--- src/rtl/mem_pkg.sv ---
// mem_pkg: shared definitions for the mem_ctrl memory controller.
//   state_e    - controller FSM states (IDLE, BUSY, RESP)
//   WAIT_W     - width of the wait-state counter
//   byte_lanes - number of 8-bit lanes in a data word
package mem_pkg;

    typedef enum logic [1:0] {
        IDLE = 2'd0,
        BUSY = 2'd1,
        RESP = 2'd2
    } state_e;

    localparam int WAIT_W = 8;

    function automatic int byte_lanes(input int data_w);
        return data_w / 8;
    endfunction

endpackage

--- src/rtl/mem_array.sv ---
// mem_array: DEPTH x DATA_W single-port storage with a clocked byte-enable
// write and a clocked (registered) read. Contents are not reset.
//   clk      - clock
//   wr_en_i  - write strobe; bytes with be_i[i]=1 are written at the edge
//   rd_en_i  - read strobe; rdata_o loads mem[addr_i] at the edge
//   addr_i   - word address (only used while a strobe is high)
//   wdata_i  - write data
//   be_i     - byte enables
//   rdata_o  - registered read data, held until the next read strobe
module mem_array
    import mem_pkg::*;
#(
    parameter int DATA_W = 8,
    parameter int ADDR_W = 4,
    parameter int DEPTH  = 16
) (
    input  logic                   clk,
    input  logic                   wr_en_i,
    input  logic                   rd_en_i,
    input  logic [ADDR_W-1:0]      addr_i,
    input  logic [DATA_W-1:0]      wdata_i,
    input  logic [DATA_W/8-1:0]    be_i,
    output logic [DATA_W-1:0]      rdata_o
);

    localparam int LANES = byte_lanes(DATA_W);

    logic [DATA_W-1:0] mem_q [DEPTH];
    logic [DATA_W-1:0] rdata_q;

    always_ff @(posedge clk) begin
        if (wr_en_i) begin
            for (int i = 0; i < LANES; i++) begin
                if (be_i[i]) begin
                    mem_q[addr_i][i*8 +: 8] <= wdata_i[i*8 +: 8];
                end
            end
        end
        if (rd_en_i) begin
            rdata_q <= mem_q[addr_i];
        end
    end

    assign rdata_o = rdata_q;

endmodule

--- src/rtl/mem_ctrl.sv ---
// mem_ctrl: single-port RAM behind a request channel and a response channel,
// with WAIT_CYC extra wait states per access, byte-enable writes and
// out-of-range error reporting.
//
// Handshake: a transfer happens on a rising edge where valid && ready.
// The request side is accepted only in IDLE; the response side holds
// rsp_valid, rsp_rdata and rsp_err stable in RESP until rsp_ready is seen.
//
//   clk       - clock
//   reset     - asynchronous active-high reset of all control state
//   req_valid - request present
//   req_ready - controller can accept a request (IDLE, not in reset)
//   req_write - 1 = write, 0 = read
//   req_addr  - word address
//   req_wdata - write data
//   req_be    - byte enables for writes
//   rsp_valid - response present
//   rsp_ready - master accepts the response
//   rsp_rdata - read data; 0 for writes and errors
//   rsp_err   - address was >= DEPTH
//   busy      - FSM is not in IDLE
module mem_ctrl
    import mem_pkg::*;
#(
    parameter int DATA_W   = 8,
    parameter int ADDR_W   = 4,
    parameter int DEPTH    = 16,
    parameter int WAIT_CYC = 0
) (
    input  logic                   clk,
    input  logic                   reset,
    input  logic                   req_valid,
    output logic                   req_ready,
    input  logic                   req_write,
    input  logic [ADDR_W-1:0]      req_addr,
    input  logic [DATA_W-1:0]      req_wdata,
    input  logic [DATA_W/8-1:0]    req_be,
    output logic                   rsp_valid,
    input  logic                   rsp_ready,
    output logic [DATA_W-1:0]      rsp_rdata,
    output logic                   rsp_err,
    output logic                   busy
);

    localparam int            LANES   = byte_lanes(DATA_W);
    localparam logic [ADDR_W:0] DEPTH_L = (ADDR_W+1)'(DEPTH);

    state_e              state_q, state_d;
    logic [WAIT_W-1:0]   wait_q,  wait_d;
    logic                write_q, write_d;
    logic [ADDR_W-1:0]   addr_q,  addr_d;
    logic [DATA_W-1:0]   wdata_q, wdata_d;
    logic [LANES-1:0]    be_q,    be_d;
    logic                err_q,   err_d;
    // Response carries array read data (in-range read) rather than zero.
    logic                rdsel_q, rdsel_d;

    logic                in_range;
    logic                access;
    logic                arr_we;
    logic                arr_re;
    logic [DATA_W-1:0]   arr_rdata;

    // Zero-extend so DEPTH == 2**ADDR_W compares correctly.
    assign in_range = ({1'b0, addr_q} < DEPTH_L);
    assign access   = (state_q == BUSY) && (wait_q == '0);
    assign arr_we   = access && write_q && in_range;
    assign arr_re   = access && !write_q && in_range;

    always_comb begin
        state_d = state_q;
        wait_d  = wait_q;
        write_d = write_q;
        addr_d  = addr_q;
        wdata_d = wdata_q;
        be_d    = be_q;
        err_d   = err_q;
        rdsel_d = rdsel_q;
        case (state_q)
            IDLE: begin
                if (req_valid) begin
                    state_d = BUSY;
                    wait_d  = WAIT_W'(WAIT_CYC);
                    write_d = req_write;
                    addr_d  = req_addr;
                    wdata_d = req_wdata;
                    be_d    = req_be;
                end
            end
            BUSY: begin
                if (wait_q != '0) begin
                    wait_d = wait_q - 1'b1;
                end else begin
                    state_d = RESP;
                    err_d   = !in_range;
                    rdsel_d = !write_q && in_range;
                end
            end
            RESP: begin
                if (rsp_ready) begin
                    state_d = IDLE;
                end
            end
            default: state_d = IDLE;
        endcase
    end

    always_ff @(posedge clk or posedge reset) begin
        if (reset) begin
            state_q <= IDLE;
            wait_q  <= '0;
            write_q <= 1'b0;
            addr_q  <= '0;
            wdata_q <= '0;
            be_q    <= '0;
            err_q   <= 1'b0;
            rdsel_q <= 1'b0;
        end else begin
            state_q <= state_d;
            wait_q  <= wait_d;
            write_q <= write_d;
            addr_q  <= addr_d;
            wdata_q <= wdata_d;
            be_q    <= be_d;
            err_q   <= err_d;
            rdsel_q <= rdsel_d;
        end
    end

    mem_array #(
        .DATA_W (DATA_W),
        .ADDR_W (ADDR_W),
        .DEPTH  (DEPTH)
    ) u_array (
        .clk     (clk),
        .wr_en_i (arr_we),
        .rd_en_i (arr_re),
        .addr_i  (addr_q),
        .wdata_i (wdata_q),
        .be_i    (be_q),
        .rdata_o (arr_rdata)
    );

    // req_ready is masked by reset because the async clear already shows IDLE.
    assign req_ready = (state_q == IDLE) && !reset;
    assign busy      = (state_q != IDLE);
    assign rsp_valid = (state_q == RESP);
    assign rsp_err   = rsp_valid && err_q;
    assign rsp_rdata = (rsp_valid && rdsel_q) ? arr_rdata : '0;

endmodule

--- config.mk ---
export PLATFORM = sky130hd
export DESIGN_NAME = mem_ctrl
export DESIGN_NICKNAME = d
export VERILOG_FILES = /design/src/rtl/mem_pkg.sv /design/src/rtl/mem_array.sv /design/src/rtl/mem_ctrl.sv
export SDC_FILE = /design/constraint.sdc
export NUM_CORES = 1
export LEC_CHECK = 0
export ABC_CLOCK_PERIOD_IN_PS = 8000
export BUFFER_PORTS_ARGS = -buffer_cell sky130_fd_sc_hd__buf_2
export CAP_MARGIN = 20
export CORE_MARGIN = 3
export CORE_UTILIZATION = 35
export CTS_CLUSTER_DIAMETER = 150
export DETAILED_ROUTE_END_ITERATION = 7
export HOLD_SLACK_MARGIN = 0.06
export RECOVER_POWER = 25
export SLEW_MARGIN = 20
export SYNTH_ARGS = -nofsm -noshare
export SYNTH_HDL_FRONTEND = slang
export SYNTH_HIERARCHICAL = 1
export SYNTH_SLANG_ARGS = --single-unit
--- constraint.sdc ---
create_clock -name clk -period 8 [get_ports clk]
set_input_delay 2.4 -clock clk [delete_from_list [all_inputs] [get_ports clk]]
set_output_delay 2.4 -clock clk [all_outputs]
set_load 0.005 [all_outputs]
==> metrics.txt <==
post-route ant nets 0; fill count roughly 1,600; ys flop type edfxtp_1; HP Class reg2reg; worst-case clock buffer depth 2; syn_nets 386; largest net degree at the start of global routing 38; TritonCTS clock tree built; Leak between 2 and 3 nW; GR Overflow Total 0; Clock Latency Late Sink roughly 420 ps; flops & latches, synth roughly 160; Met2 Wirelength around 6.3 mm; Crit Path Max Fanout 2; Worst-Margin Slew around 960 ps; Synth Instances between 300 and 400; hold path start wait_q[4]; cell mode on critical path buf_2; Pwr per Cell Area 346 nW/um^2; vias 3,337; R2R Path Start wait_q[0]; input/output buffers 28; number of synthesized flops with an enable pin between 100 and 150; maxcap violations 0; die area between 20,000 and 25,000 um^2; clk slew on worst S/H paths about 60 ps; total wire length 12.8 mm; Critical Path Source Type input port; Min-Delay Path Depth 1; area leader, netlist edfxtp_1; final net count 420; Total Routing Usage GR between 10% and 20%; M1 WL ~5.5 mm; crit path cell chain buf_2 -> nor2_1 -> buf_2; Hold Buf Count CTS 0; PostCTS Resize Cnt 0; Critical Path End Type primary output; clk_skew approximately 21 ps; vias in the first global route 3,445; YS warnings 6; routability cong. about 0.80; outcome finished clean; clk sinks 161; r2r setup slk 4450 ps; CP Class in2out; Worst Path Required around 5600 ps; global-route wire length before repair ~20 mm; Die Ht between 100 and 150 um; core area 18,000 um^2; CP max stage cell buf_2; Inserted Clock Buffers 17; drt pass-1 iters 4; VDD IR max 157 uV; crit path DAT around 2700 ps; # Post-CTS Setup Buffers 0; Top Metal Used met4; Max Clk Rate ~200 MHz; metal3 WL 895 um; max-slew headroom at the worst pin between 30 and 40%; fin crit period just over 5000 ps; Synth Cell Area ~6500 um^2; CTS root buf clkbuf_16; fin. max-slew vios 0; hpwl dp between 8 and 9 mm; Starting Density a little over a third; Seq/Total Area, Yosys between 70% and 80%; RSZ-0062 raised after global routing no; slowest cell delay on critical path about 110 ps; layout cell share with drive strength beyond 1 a little over a fifth; Boundary Pins 30; R2R cell count 8; Avg Inst Size Synth around 18 um^2; DRT iter0 DRCs roughly 390; row count slightly below 50; Fin. Hold Viols 0; initial antenna violation count 0; Layout area overhead 14.9%; Tcrit/Tclk final a little under two thirds; top-count cell post-synth edfxtp_1; n_diodes 0; # DRC 0; Via-to-Cell Ratio between 5 and 6; distinct cell type count after synthesis 48; Post-synth top cells edfxtp_1, nand2_1, dfrtp_1; worst hold endpoint wait_q[4]; post-synth top area share between 60% and 70%; Setup TNS Final 0 ps; H-tree Lvls 4; Hold WS 538 ps; FF-to-FF End u_array/mem_q[4][4]; synth top area cells edfxtp_1, dfrtp_1, mux4_1, mux4_2, nand2_1; endpoints failing setup 0; ys async rst share between 15 and 20%; Die W roughly 140 um; Routed WL per cell 20.0 um
## worst max-delay path: cells and delay by family
family	cells	cell delay [ps]
buf+inv	2	210
simple gates	1	80
## layout by cell type, fill, tap and decap left out, drive strengths merged, types with 3 or more instances in the layout
master  netlist  layout
edfxtp      136     136
nand2        52      52
buf          13      34
mux4         32      32
dfrtp        25      25
clkbuf        6      22
nor2         16      16
a22oi        16      16
and3          8       8
nor3          6       6
inv           6       6
clkinv        0       6
nand2b        4       4
o211ai        3       3
o21ai         3       3
bufinv        0       3
nor3b         3       3
or3b          3       3
or3           3       3
## cell families after synthesis
group,synth area share (%)
other,0.0581
buffers and inverters,2.13
AND/OR/NAND/NOR,8.39
multiplexers,12.4
flip-flops,73.0
AO/OA/AOI/OAI,3.64
adder cells (fa/ha/maj),0.388
## registers in the layout (all words and copies together), names as in the netlist
signal / flops
u_array/rdata_o: 8
write_q: 1
wait_q: 8
be_q: 1
addr_q: 4
state_q: 2
wdata_q: 8
rdsel_q: 1
u_array/mem_q: 128
## worst max path at each step
stage / start / end / slack, ps / cells after the start
finish: reset / req_ready / 2900 / 3
global route: reset / req_ready / 2870 / 3
CTS: reset / req_ready / 2900 / 3
detailed placement: reset / req_ready / 2900 / 3
global placement: reset / req_ready / 2890 / 3
floorplan: reset / req_ready / 3090 / 1
## cell type report
| type | instances | area (um^2) | share of cell area (%) |
|---|---|---|---|
| clock buffer | 22 | 464 | 6.26 |
| clock inverter | 10 | 134 | 1.80 |
| inverter | 6 | 22.5 | 0.304 |
| multi-input combinational | 180 | 1610 | 21.8 |
| sequential | 161 | 4710 | 63.5 |
| tap | 229 | 287 | 3.86 |
| timing repair buffer | 34 | 185 | 2.50 |
## through the flow
stage | utilization [%] | power (mW) | area (um^2) | setup WS (ps) | cells
CTS | 41.1 | 2.59 | 7410 | 2900 | 642
global route | 41.1 | 2.70 | 7420 | 2870 | 642
detailed placement | 37.8 | 1.79 | 6810 | 2900 | 610
floorplan | - | 1.60 | 6450 | 3090 | 366
global placement | 37.8 | 1.76 | 6810 | 2890 | 610
finish | 41.1 | 2.56 | 7420 | 2900 | 642
## layer usage
layer / global-route usage, % / up-vias
li1: - / 1521
met1: 18.7 / 1704
met2: 21.4 / 103
met3: 3.10 / 9
met4: 5.56 / 0
met5: 0 / -
## report_power, final
part	switching (mW)	total, mW	internal, mW
combinational	0.281	0.520	0.239
clock	0.301	0.806	0.505
sequential	0.162	1.24	1.08
total	0.744	2.56	1.82
(Power assumes the default switching activity.)
